===== config.mk =====
export PLATFORM = sky130hd
export DESIGN_NAME = seq_tx
export DESIGN_NICKNAME = d
export VERILOG_FILES = /design/src/rtl/seq_pkg.sv /design/src/rtl/seq_tx.sv
export SDC_FILE = /design/constraint.sdc
export NUM_CORES = 1
export LEC_CHECK = 0
export CORE_ASPECT_RATIO = 0.75
export CORE_MARGIN = 2
export CORE_UTILIZATION = 40
export CTS_CLUSTER_SIZE = 10
export DETAILED_ROUTE_END_ITERATION = 12
export MAX_ROUTING_LAYER = met4
export PLACE_DENSITY_LB_ADDON = 0.1
export SLEW_MARGIN = 0
export SYNTH_ARGS = -nofsm -noshare
export SYNTH_HDL_FRONTEND = slang
export SYNTH_SLANG_ARGS = --single-unit

===== constraint.sdc =====
create_clock -name clk -period 1.65 [get_ports clk]
set_input_delay 0.165 -clock clk [delete_from_list [all_inputs] [get_ports clk]]
set_output_delay 0.165 -clock clk [all_outputs]
set_load 0.005 [all_outputs]

===== src/rtl/seq_pkg.sv =====
// Shared definitions for the seq_tx bit-stuffing serial framer.
package seq_pkg;

    localparam int unsigned FLAG_LEN  = 7;
    localparam int unsigned STUFF_RUN = 4;
    localparam logic [FLAG_LEN-1:0] FLAG = 7'b0111110;

    localparam int unsigned FCNT_W = $clog2(FLAG_LEN);
    localparam int unsigned RUN_W  = $clog2(STUFF_RUN + 1);

    typedef enum logic [2:0] {
        IDLE,
        OPEN,
        DATA,
        STUFF,
        CLOSE,
        FIN
    } state_t;

endpackage


===== src/rtl/seq_tx.sv =====
// Serial frame transmitter: opening flag, LSB-first payload with zero stuffing
// after every run of STUFF_RUN ones, closing flag, then a one-cycle done.
module seq_tx
    import seq_pkg::*;
#(
    parameter int unsigned DATA_W = 8
) (
    input  logic              clk,
    input  logic              rst,
    input  logic              start,
    input  logic [DATA_W-1:0] din,
    output logic              out,
    output logic              busy,
    output logic              done
);

    localparam int unsigned BIT_W = $clog2(DATA_W + 1);

    state_t              state;
    logic [FCNT_W-1:0]   flag_cnt;
    logic [BIT_W-1:0]    bit_cnt;
    logic [RUN_W-1:0]    run;
    logic [DATA_W-1:0]   shreg;

    logic                last_flag_c;
    logic                payload_done_c;
    logic                run_full_c;
    logic                emit_c;
    logic                to_close_c;
    logic                flag_nxt_c;

    // Transition decisions shared by several states; out is registered, so each
    // edge loads the bit belonging to the cycle being entered.
    always_comb begin
        last_flag_c    = (flag_cnt == FCNT_W'(FLAG_LEN - 1));
        payload_done_c = (bit_cnt == BIT_W'(DATA_W));
        run_full_c     = (run == RUN_W'(STUFF_RUN));
        emit_c         = 1'b0;
        to_close_c     = 1'b0;
        flag_nxt_c     = 1'b1;
        if (!last_flag_c) begin
            flag_nxt_c = FLAG[FCNT_W'(FLAG_LEN - 2) - flag_cnt];
        end
        case (state)
            OPEN:  emit_c = last_flag_c;
            DATA: begin
                emit_c     = !run_full_c && !payload_done_c;
                to_close_c = !run_full_c && payload_done_c;
            end
            STUFF: begin
                emit_c     = !payload_done_c;
                to_close_c = payload_done_c;
            end
            default: ;
        endcase
    end

    always_ff @(posedge clk or negedge rst) begin
        if (!rst) begin
            state    <= IDLE;
            flag_cnt <= '0;
            bit_cnt  <= '0;
            run      <= '0;
            shreg    <= '0;
            out      <= 1'b1;
            busy     <= 1'b0;
            done     <= 1'b0;
        end else begin
            done <= 1'b0;
            if (emit_c) begin
                // Consume one payload bit; any transmitted 0 ends the ones-run.
                state   <= DATA;
                out     <= shreg[0];
                shreg   <= shreg >> 1;
                bit_cnt <= bit_cnt + BIT_W'(1);
                run     <= shreg[0] ? run + RUN_W'(1) : '0;
            end else if (to_close_c) begin
                state    <= CLOSE;
                flag_cnt <= '0;
                out      <= FLAG[FLAG_LEN-1];
            end else begin
                case (state)
                    IDLE: begin
                        out <= 1'b1;
                        if (start) begin
                            state    <= OPEN;
                            shreg    <= din;
                            flag_cnt <= '0;
                            bit_cnt  <= '0;
                            run      <= '0;
                            out      <= FLAG[FLAG_LEN-1];
                            busy     <= 1'b1;
                        end
                    end
                    OPEN: begin
                        flag_cnt <= flag_cnt + FCNT_W'(1);
                        out      <= flag_nxt_c;
                    end
                    DATA: begin
                        state <= STUFF;
                        out   <= 1'b0;
                        run   <= '0;
                    end
                    CLOSE: begin
                        if (last_flag_c) begin
                            state <= FIN;
                            out   <= 1'b1;
                            done  <= 1'b1;
                        end else begin
                            flag_cnt <= flag_cnt + FCNT_W'(1);
                            out      <= flag_nxt_c;
                        end
                    end
                    FIN: begin
                        state <= IDLE;
                        out   <= 1'b1;
                        busy  <= 1'b0;
                    end
                    default: ;
                endcase
            end
        end
    end

endmodule

==> summary.txt <==
Cells and area
  • Final antenna diode count: 0
  • Post-layout instance area: 0.00185 sq mm
  • Most frequent cells in the layout: sky130_fd_sc_hd__buf_4, sky130_fd_sc_hd__dfrtp_1, sky130_fd_sc_hd__clkdlybuf4s50_1, sky130_fd_sc_hd__nand2_1, sky130_fd_sc_hd__a21o_1
  • FILL cells: 287
  • Leading cell type in the layout, fill and taps excluded: sky130_fd_sc_hd__buf_4
  • Area growth from synthesis to layout: 39.4%
  • Final Net Count: 189
  • Fraction of layout cells with a size suffix above 1: 0.341

Clock network
  • Clock buffer depth: 2
  • CTS HTree Levels: 1
  • Clock-pin slew on the worst setup and hold paths: 90 ps
  • CTS buffer count: 3
  • CTS root buf: sky130_fd_sc_hd__clkbuf_8
  • Clock tree from TritonCTS: done
  • Clock tree sinks: 24
  • Post-CTS Hold Buffers: 0
  • Clock latency at the later pin of the worst-skew pair: 270 ps

Drt
  • Total wire length: 2.94 mm
  • Metal2 WL: 1.28 mm
  • DR WL met3: 87 um
  • Number of nets still failing antenna checks after routing: 0
  • Highest routed metal layer: met4
  • Drt initial violations: 55
  • Via count normalized by instance count: 5.30
  • Overall via count from detail_route: 1114
  • Routed wirelength normalized by instance count: 14.0 um
  • DRC violations left: 0
  • Met1 wire length: 1.55 mm
  • Pre-antenna DRT Iters: 4

Setup path
  • CP endpoint kind: flip-flop
  • Top delay family on crit path: simple AND/OR/NAND/NOR gates
  • Count of cell instances traversed by the critical path: 8
  • Origin of the critical flop-to-flop path: flag_cnt[0]
  • Worst path cell trace: inv_1 -> ha_2 -> nand3_2 -> or3_4 -> o21ai_4 -> buf_12 -> nand4_1 -> mux2i_1
  • Buffers plus inverters on the worst setup path: 2
  • Critical-path cell with the highest stage delay: sky130_fd_sc_hd__dfrtp_1
  • Type of the worst setup path: flip-flop to flip-flop
  • Crit Reg-Reg Endpoint: bit_cnt[3]
  • Maximum fanout count along the critical path: 13
  • Worst Reg2Reg Path Length in Cells: 8
  • Setup slack of the worst register-to-register path: -20 ps
  • Capturing instance or port of the critical path: bit_cnt[3]
  • Critical Path Start: flag_cnt[0]
  • Data arrival time of the worst path: 1840 ps
  • Critical Path RT: 1810 ps
  • Delay of the slowest cell on the worst path: 380 ps
  • CP startpoint kind: flip-flop

Place
  • Total placed instance area: 0.00167 sq mm
  • HPWL after detailed placement: 2.16 mm
  • Number of I/O port buffers: 13
  • GP Congestion: 0.814

Timing
  • Final Cycle Share: 1.01
  • Unrepaired setup endpoints after global routing: true
  • Sum Neg Setup Slack: -70.1 ps
  • Skew final: 9.25 ps
  • Max Clock Freq: 0.598 GHz
  • Number of slew-limit violations in the final report: 0
  • Setup ws final: -23.3 ps
  • Tightest slew margin relative to the limit: 0.785
  • Final setup viols: 4
  • Final worst hold slack: 249 ps
  • Slew at the pin closest to its max-slew limit: 322 ps
  • Tmin final: 1670 ps
  • Final Hold Violating Endpoints: 0

Logic synthesis
  • Register area share after synthesis: 0.455
  • Avg Cell Area, Syn: 9.95 sq um
  • Post-Syn Area: 0.00132 sq mm
  • Post-synth top flop: sky130_fd_sc_hd__dfrtp_1
  • Number of warnings issued by yosys: 0
  • Share of flip-flops with an asynchronous set or reset after synthesis: 1.00
  • Number of instances in the synthesized netlist: 133
  • Distinct cell type count of the synthesized netlist: 38
  • #FFs+latches synth: 24
  • Synth Net Count: 151
  • EDFF count, synth: 0

Floorplanning
  • Initial core utilization: 0.411
  • Floorplan row count: 18
  • Overall die area: 0.00379 sq mm
  • Chip Height: 53.8 um
  • Die outline width: 70.4 um
  • Core region area: 0.00322 sq mm
  • Io pins: 14

Run status
  • Run status: complete, but fails checks
  • Violations in the final reports: setup timing

GRT
  • Total routing resource utilization after global routing: 0.184
  • Remaining Overflow, GRT: 0
  • Pin count of the biggest net entering global routing: 25
  • Vias in the first global route: 1081
  • Wire length of the first global-routing pass: 5.18 mm
  • Number of antenna violations at the first check in global routing: 0

Power and ir drop
  • Peak supply drop: 0.000826 V
  • Reported leakage power: 0.000879 uW
  • Total power divided by cell area: 1690 mW/mm^2

Run
  • Max-Cap Viols: 0

Worst hold path
  • Type of the tightest min-delay check: primary input to asynchronous set/reset pin
==> per-stage QoR <==
step,std cells,utilization,worst slack (ps),total power (uW)
after global routing,210,0.573,-110,3380
after detailed placement,203,0.519,-45.8,2440
after global placement,203,0.519,-34.7,2400
after floorplan,133,-,-29.0,1900
after CTS,208,0.550,-46.4,3030
final,210,0.573,-23.3,3120
==> metal layers <==
metal	global-route usage	vias to the layer above
li1	-	548
met1	0.264	548
met2	0.263	14
met3	0.0412	4
met4	0.0513	0
met5	-	-
==> synth_stat cells (2+ instances only) <==
library cell / n / area, sq um
sky130_fd_sc_hd__nand2_1: 12 / 45.0
sky130_fd_sc_hd__mux2i_1: 3 / 30.0
sky130_fd_sc_hd__a22o_1: 7 / 61.3
sky130_fd_sc_hd__nor3_1: 7 / 35.0
sky130_fd_sc_hd__nor2b_1: 2 / 12.5
sky130_fd_sc_hd__o31ai_1: 2 / 15.0
sky130_fd_sc_hd__inv_1: 7 / 26.3
sky130_fd_sc_hd__o21ai_0: 6 / 30.0
sky130_fd_sc_hd__mux2_2: 2 / 22.5
sky130_fd_sc_hd__ha_1: 7 / 87.6
sky130_fd_sc_hd__nor3b_1: 2 / 15.0
sky130_fd_sc_hd__a21oi_1: 7 / 35.0
sky130_fd_sc_hd__nand3b_1: 4 / 30.0
sky130_fd_sc_hd__dfrtp_1: 23 / 576
sky130_fd_sc_hd__buf_2: 4 / 20.0
sky130_fd_sc_hd__nor2_1: 8 / 30.0
sky130_fd_sc_hd__a21o_1: 9 / 67.6
==> how the worst min path moves through the flow <==
stage | endpoint | slack (ps) | cells past startpoint
2_1_floorplan | bit_cnt[0] | -130 | 0
3_3_place_gp | shreg[2] | 460 | 1
3_5_place_dp | shreg[4] | 470 | 1
4_1_cts | state[2] | 260 | 2
5_1_grt | busy | 300 | 2
6_report | busy | 250 | 2
==> repair_timing <==
item                       in CTS  in global routing
setup endpoints to repair      12                 17
buffers inserted                1                  2
resized for setup               7                 15
pin swaps                       3                  4
==> registers in the layout (all words and copies together) (netlist names) <==
signal    flops
run           3
state         3
flag_cnt      3
bit_cnt       4
shreg         8
out           1
done          1
busy          1
==> logic make-up (layout without fill, tap and decap cells) <==
group | Yosys count | after routing | synth area share
buf+inv | 13 | 50 | 0.0463
xor+xnor | 1 | 1 | 0.00662
simple gates | 43 | 43 | 0.170
flops | 24 | 24 | 0.455
mux | 5 | 5 | 0.0397
fa+ha+maj | 7 | 7 | 0.0662
compound gates | 40 | 40 | 0.216
==> where the power goes <==
part | internal, uW | total, uW | switching [uW]
sequential | 827 | 1040 | 209
combinational | 847 | 1570 | 723
clock | 325 | 519 | 194
==> area by class of cell <==
class,count,area [sq um],area share
multi-input cells,96,748,0.405
flip-flops and latches,24,604,0.327
repair buffers,39,345,0.187
well taps,40,50.0,0.0271
clock buffers,3,41.3,0.0224
clock inverters,1,30.0,0.0163
inverters,7,26.3,0.0142
No activity file was read; power rests on OpenSTA's default activity.
